--- src/rtl/lcd_pkg.sv ---
// Shared constants, render-state type and segment decoder for the LCD digit renderer.
package lcd_pkg;

    localparam int FB_COLS    = 128;
    localparam int FB_PAGES   = 8;
    localparam int FB_BYTES   = 1024;
    localparam int ADDR_W     = 13;
    localparam int GLYPH_W    = 8;
    localparam int NUM_DIGITS = 5;

    typedef enum logic [0:0] {
        IDLE = 1'b0,
        SCAN = 1'b1
    } render_state_e;

    // Hex digit to seven-segment pattern, bit order {a,b,c,d,e,f,g}.
    function automatic logic [6:0] seg_decode(input logic [3:0] nibble);
        logic [6:0] segs;
        case (nibble)
            4'h0: segs = 7'h7E;
            4'h1: segs = 7'h30;
            4'h2: segs = 7'h6D;
            4'h3: segs = 7'h79;
            4'h4: segs = 7'h33;
            4'h5: segs = 7'h5B;
            4'h6: segs = 7'h5F;
            4'h7: segs = 7'h70;
            4'h8: segs = 7'h7F;
            4'h9: segs = 7'h7B;
            4'hA: segs = 7'h77;
            4'hB: segs = 7'h1F;
            4'hC: segs = 7'h4E;
            4'hD: segs = 7'h3D;
            4'hE: segs = 7'h4F;
            default: segs = 7'h47;
        endcase
        return segs;
    endfunction

endpackage

--- src/rtl/lcd_font_rom.sv ---
// Combinational 8x16 hex font. Glyphs are drawn as single-pixel seven-segment
// figures inside columns 1..6 / rows 1..14, leaving a blank border so adjacent
// digits stay visually separated. half=0 covers rows 0..7, half=1 rows 8..15;
// bit j of the output byte is row (8*half + j).
module lcd_font_rom
    import lcd_pkg::*;
(
    input  logic [3:0] i_nibble,
    input  logic [2:0] i_col,
    input  logic       i_half,
    output logic [7:0] o_byte
);

    logic [6:0] w_segs;
    logic       w_horiz;
    logic       w_left;
    logic       w_right;

    assign w_segs  = seg_decode(i_nibble);
    assign w_horiz = (i_col >= 3'd1) && (i_col <= 3'd6);
    assign w_left  = (i_col == 3'd1);
    assign w_right = (i_col == 3'd6);

    // Assemble the column byte from whichever segments cross this column/half.
    always_comb begin
        o_byte = 8'h00;
        if (!i_half) begin
            if (w_horiz && w_segs[6]) o_byte |= 8'h02;   // a: row 1
            if (w_left  && w_segs[1]) o_byte |= 8'hFE;   // f: rows 1..7
            if (w_right && w_segs[5]) o_byte |= 8'hFE;   // b: rows 1..7
        end else begin
            if (w_horiz && w_segs[0]) o_byte |= 8'h01;   // g: row 8
            if (w_horiz && w_segs[3]) o_byte |= 8'h40;   // d: row 14
            if (w_left  && w_segs[1]) o_byte |= 8'h01;   // f: row 8
            if (w_left  && w_segs[2]) o_byte |= 8'h7F;   // e: rows 8..14
            if (w_right && w_segs[5]) o_byte |= 8'h01;   // b: row 8
            if (w_right && w_segs[4]) o_byte |= 8'h7F;   // c: rows 8..14
        end
    end

endmodule

--- src/rtl/lcd_digit_renderer.sv ---
// Rewrites the whole 128x64 page-organised framebuffer, one byte per clock,
// showing number_on_digitron as five hex glyphs. A frame is triggered by reset,
// by refresh_req, or by the displayed value differing from the latched copy.
module lcd_digit_renderer
    import lcd_pkg::*;
#(
    parameter int X0     = 44,
    parameter int PAGE0  = 3,
    parameter int INVERT = 0
) (
    input  logic              clk,
    input  logic              rst_n,
    input  logic [19:0]       number_on_digitron,
    input  logic              refresh_req,
    output logic              ram_we,
    output logic [ADDR_W-1:0] ram_addr,
    output logic [7:0]        ram_wdata,
    output logic              busy,
    output logic              frame_done
);

    localparam logic [6:0] X0_C     = 7'(X0);
    localparam logic [7:0] X_END    = 8'(X0 + GLYPH_W * NUM_DIGITS);
    localparam logic [2:0] PG_LO    = 3'(PAGE0);
    localparam logic [2:0] PG_HI    = 3'(PAGE0 + 1);
    localparam logic [7:0] INV_MASK = (INVERT != 0) ? 8'hFF : 8'h00;
    localparam logic [9:0] LAST_LOC = 10'(FB_BYTES - 1);

    render_state_e r_state, w_state_nxt;
    logic [2:0]    r_page, w_page_nxt;
    logic [6:0]    r_col, w_col_nxt;
    logic [19:0]   r_shown, w_shown_nxt;
    logic          r_pending, w_pending_nxt;
    logic          r_we, w_we_nxt;
    logic [7:0]    r_wdata, w_wdata_nxt;
    logic          r_busy;
    logic          r_done, w_done_nxt;

    // Location being output now, and the location whose byte is prepared for the next cycle.
    logic [9:0]    w_loc_cur, w_loc_inc, w_loc;
    logic [19:0]   w_src;
    logic [2:0]    w_pg;
    logic [6:0]    w_cl;
    logic [5:0]    w_rel;
    logic          w_in_glyph;
    logic          w_half;
    logic [3:0]    w_nibble;
    logic [7:0]    w_glyph;
    logic [7:0]    w_pix;

    assign w_loc_cur = {r_page, r_col};
    assign w_loc_inc = w_loc_cur + 10'd1;
    // At frame start the first byte uses address 0 and the value being latched this edge.
    assign w_loc     = (r_state == IDLE) ? 10'd0 : w_loc_inc;
    assign w_src     = (r_state == IDLE) ? number_on_digitron : r_shown;
    assign w_pg      = w_loc[9:7];
    assign w_cl      = w_loc[6:0];
    assign w_rel     = 6'(w_cl - X0_C);
    assign w_half    = (w_pg == PG_HI);
    assign w_in_glyph = ((w_pg == PG_LO) || (w_pg == PG_HI))
                      && (w_cl >= X0_C) && ({1'b0, w_cl} < X_END);

    // Select the digit nibble for the glyph slot; slot 0 is the leftmost (MS) nibble.
    always_comb begin
        w_nibble = 4'h0;
        case (w_rel[5:3])
            3'd0:    w_nibble = w_src[19:16];
            3'd1:    w_nibble = w_src[15:12];
            3'd2:    w_nibble = w_src[11:8];
            3'd3:    w_nibble = w_src[7:4];
            3'd4:    w_nibble = w_src[3:0];
            default: w_nibble = 4'h0;
        endcase
    end

    lcd_font_rom u_font (
        .i_nibble (w_nibble),
        .i_col    (w_rel[2:0]),
        .i_half   (w_half),
        .o_byte   (w_glyph)
    );

    assign w_pix = (w_in_glyph ? w_glyph : 8'h00) ^ INV_MASK;

    // Next-state and next-output logic for the IDLE/SCAN render FSM.
    always_comb begin
        w_state_nxt   = r_state;
        w_page_nxt    = r_page;
        w_col_nxt     = r_col;
        w_shown_nxt   = r_shown;
        w_pending_nxt = r_pending | refresh_req | (number_on_digitron != r_shown);
        w_we_nxt      = 1'b0;
        w_wdata_nxt   = 8'h00;
        w_done_nxt    = 1'b0;
        case (r_state)
            IDLE: begin
                if (r_pending) begin
                    // Latching the value consumes any mismatch; only a coincident refresh survives.
                    w_state_nxt   = SCAN;
                    w_shown_nxt   = number_on_digitron;
                    w_pending_nxt = refresh_req;
                    w_page_nxt    = 3'd0;
                    w_col_nxt     = 7'd0;
                    w_we_nxt      = 1'b1;
                    w_wdata_nxt   = w_pix;
                end
            end
            SCAN: begin
                if (w_loc_cur == LAST_LOC) begin
                    w_state_nxt = IDLE;
                    w_done_nxt  = 1'b1;
                    w_page_nxt  = 3'd0;
                    w_col_nxt   = 7'd0;
                end else begin
                    {w_page_nxt, w_col_nxt} = w_loc_inc;
                    w_we_nxt    = 1'b1;
                    w_wdata_nxt = w_pix;
                end
            end
            default: w_state_nxt = IDLE;
        endcase
    end

    // FSM state register.
    always_ff @(posedge clk or negedge rst_n) begin
        if (!rst_n) begin
            r_state <= IDLE;
        end else begin
            r_state <= w_state_nxt;
        end
    end

    // Counters, latched value, pending flag and registered outputs.
    always_ff @(posedge clk or negedge rst_n) begin
        if (!rst_n) begin
            r_page    <= 3'd0;
            r_col     <= 7'd0;
            r_shown   <= 20'h00000;
            r_pending <= 1'b1;
            r_we      <= 1'b0;
            r_wdata   <= 8'h00;
            r_busy    <= 1'b0;
            r_done    <= 1'b0;
        end else begin
            r_page    <= w_page_nxt;
            r_col     <= w_col_nxt;
            r_shown   <= w_shown_nxt;
            r_pending <= w_pending_nxt;
            r_we      <= w_we_nxt;
            r_wdata   <= w_wdata_nxt;
            r_busy    <= w_we_nxt;
            r_done    <= w_done_nxt;
        end
    end

    assign ram_we     = r_we;
    assign ram_addr   = ADDR_W'({r_page, r_col});
    assign ram_wdata  = r_wdata;
    assign busy       = r_busy;
    assign frame_done = r_done;

endmodule
--- config.mk ---
export PLATFORM = sky130hd
export DESIGN_NAME = lcd_digit_renderer
export DESIGN_NICKNAME = d
export VERILOG_FILES = /design/src/rtl/lcd_pkg.sv /design/src/rtl/lcd_font_rom.sv /design/src/rtl/lcd_digit_renderer.sv
export SDC_FILE = /design/constraint.sdc
export NUM_CORES = 1
export LEC_CHECK = 0
export CAP_MARGIN = 20
export CORE_ASPECT_RATIO = 1.2
export CORE_MARGIN = 2
export CORE_UTILIZATION = 40
export DETAILED_ROUTE_END_ITERATION = 8
export PLACE_DENSITY = 0.65
export SETUP_SLACK_MARGIN = 0.05
export SLEW_MARGIN = 10
export SYNTH_ARGS = -nofsm -noshare
export SYNTH_HDL_FRONTEND = slang
export SYNTH_SLANG_ARGS = --single-unit
--- constraint.sdc ---
create_clock -name clk -period 7.3 [get_ports clk]
set_clock_uncertainty 0.15 [all_clocks]
set_input_delay 0.73 -clock clk [delete_from_list [all_inputs] [get_ports clk]]
set_output_delay 0.73 -clock clk [all_outputs]
set_load 0.01 [all_outputs]
==> metrics.cfg <==
[cells_and_area]
fill_cells=771
area_growth_syn_to_layout_pct=15.4
final_common_cell=clkdlybuf4s50_1
drive_above_1_share=0.146
final_cell_mix=clkdlybuf4s50_1, dfrtp_1, nand2_1
diodes=0
num-nets-final=421

[sta]
fin_setup_tns_ns=0
slew-limit-headroom=0.407
setup_viol=0
tightest_slew_ns=0.889
maxSlewViolCount=0
fin_crit_sh=0.667
final_hold_viol_count=0
rsz0062_at_grt=false
min_period_ns=4.87
clock.fmax_ghz=0.205

[drt]
wire_per_inst_um=16.8
ant_nets=0
wl_mm=8.18
drtIter0Drc=123
firstDrtPassIters=5
drcViolationCount=0
num_vias=2897
avgViaCountPerCell=5.96

[clock_tree]
cts-root-buf=clkbuf_8
cts_tree=done
clock_sinks=38
post-cts-setup-buffer-count=0
clk_pin_slew_worst_paths_ns=0.08
clk_latency_ns=0.30
clock_path_buffers=2
cts_hold_buf=0
cts_resized=0
htreeDepth=2
numCtsBuffers=5

[worst_setup_path]
worstPathCellList=ha_1 > xor2_1 > nand2_1 > inv_1 > ha_1 > buf_16 > or4_4 > o21ai_0 > a211oi_1 > nor3_1 > nor2_1 > inv_1 > ha_1 > inv_1 > o31a_1 > o21a_4 > a311o_1 > a221oi_1 > o22ai_1
worst-path-max-fanout=19
cp_top_family=compound AO/OA/AOI/OAI gates
crit_buf_inv=4
arrival_ns=4.90
endpoint_kind=register
setup.worst_path.class=register to register
reg2reg_setup_slack_ns=2.43
cp_slowest_cell=or4_4
critPathLaunchType=register
required_ns=7.33
max_stage_delay_ns=0.53

[synth]
synth_seq_cells=38
synthCells=365
ys_seq_area_frac=0.290
yosys_warnings=0
synth_top_flop_cell=dfrtp_1
synth-edff-count=0
synth.distinct_cells=66
synth_area_um2=3280
async_flop_share=1.00
syn_avg_cell_area_um2=8.99

[die]
core_um2=8060
initial_core_util=0.407
io_pins=47
die-area_um2=8950
dieHeight_um=103
dieWidth_um=86.7
placement_rows=36

[grt]
grt_max_degree=39
grt_overflow=0
track_usage=0.194
antenna_found_initial=0
grt_pass1_vias=2862
grt_pass1_wl_mm=13.7

[place]
io_buffers=43
gp_congestion=0.883
dp_hpwl_mm=6.02

[power]
peakVddDrop_mv=0.215
powerDensity_nw_per_um2=484
power.total_mw=1.83
p_leak_nw=1.50

[job]
cap_viol_max_count=0

[hold_path]
hold_path.class=input pin to asynchronous set/reset pin

[run_status]
outcome=complete, no violations

## synth_stat cells (all sizes together) (4+ instances only)
library cell / n / area share
dfrtp: 37 / 0.28
nand2: 26 / 0.030
mux2: 25 / 0.086
buf: 22 / 0.050
nor2: 22 / 0.026
xor2: 20 / 0.053
o21ai: 19 / 0.029
mux2i: 18 / 0.055
a21oi: 15 / 0.027
inv: 14 / 0.016
nand3: 12 / 0.020
nor3: 11 / 0.017
nor4: 11 / 0.021
xnor2: 10 / 0.029
clkbuf: 8 / 0.0099
ha: 8 / 0.030
nand4: 7 / 0.013
a22o: 6 / 0.016
a31oi: 6 / 0.011
a211o: 5 / 0.013
a211oi: 5 / 0.011
and3: 5 / 0.013
nand2b: 4 / 0.0076
o211ai: 4 / 0.0091
o31ai: 4 / 0.013
or2: 4 / 0.0084
## metal layers
| metal | part of all wire | global-route usage |
|---|---|---|
| met5 | 0 | 0 |
| met4 | 0.031 | 0.0901 |
| met3 | 0.036 | 0.0302 |
| met2 | 0.49 | 0.337 |
| met1 | 0.44 | 0.236 |
## state kept, by name (all words and copies together) (netlist names)
| signal | flops |
|---|---|
| frame_done | 1 |
| r_shown | 20 |
| ram_wdata | 5 |
| busy | 1 |
| r_col | 7 |
| r_page | 3 |
| r_pending | 1 |
## cell type report
cell class | count | area (µm²) | share of cell area
inverter | 14 | 52.6 | 0.0139
multi-input combinational | 285 | 2090 | 0.551
clock buffer | 5 | 68.8 | 0.0182
clock inverter | 3 | 40.0 | 0.0106
timing repair buffer | 46 | 468 | 0.124
tap | 95 | 119 | 0.0314
sequential | 38 | 952 | 0.251
## cell families after synthesis
kind of cell	after synthesis	share of synthesized area
simple gates	112	0.179
mux	43	0.141
other cells	1	0.00114
fa+ha+maj	8	0.0305
xor+xnor	30	0.0823
compound gates	89	0.200
buf+inv	44	0.0762
flops	38	0.290
## power by group
group	internal [mW]	total (mW)	leakage [nW]	switching [mW]
Clock	0.101	0.181	0.0579	0.0804
Sequential	0.241	0.298	0.463	0.0574
Combinational	0.576	1.35	0.984	0.777
Total	0.918	1.83	1.50	0.915
## path summary, 6_finish.rpt
path                            startpoint      endpoint  cells past startpoint
min in group clk                 r_page[1]     r_page[1]                      2
worst max-delay path              r_col[0]  ram_wdata[6]                     19
worst max register to register    r_col[0]  ram_wdata[6]                     19
worst min-delay path                 rst_n    r_shown[1]                      1
max in group asynchronous            rst_n      r_col[4]                      1
worst min register to register   r_page[1]     r_page[1]                      2
## metrics by stage
step / util / worst slack (ns) / hold slack [ns] / instances / cell area, µm²
6_report: 0.470 / 2.43 / 0.394 / 486 / 3790
5_1_grt: 0.470 / 2.05 / 0.445 / 486 / 3790
4_1_cts: 0.466 / 2.20 / 0.433 / 485 / 3760
3_5_place_dp: 0.453 / 2.22 / 0.415 / 477 / 3650
3_3_place_gp: 0.453 / 2.41 / 0.391 / 477 / 3650
2_1_floorplan: - / 2.98 / 0.284 / 367 / 3290
## worst reg2reg max path, cell delays in order (launching register included)
cell      delay (ns)
dfrtp_1         0.49
ha_1            0.33
xor2_1          0.19
nand2_1         0.18
inv_1           0.09
ha_1            0.37
buf_16          0.24
or4_4           0.53
o21ai_0         0.18
a211oi_1        0.06
nor3_1          0.21
nor2_1          0.15
inv_1           0.15
ha_1            0.20
inv_1           0.05
o31a_1          0.30
o21a_4          0.11
a311o_1         0.35
a221oi_1        0.32
o22ai_1         0.10
No activity file was read; power rests on OpenSTA's default activity.
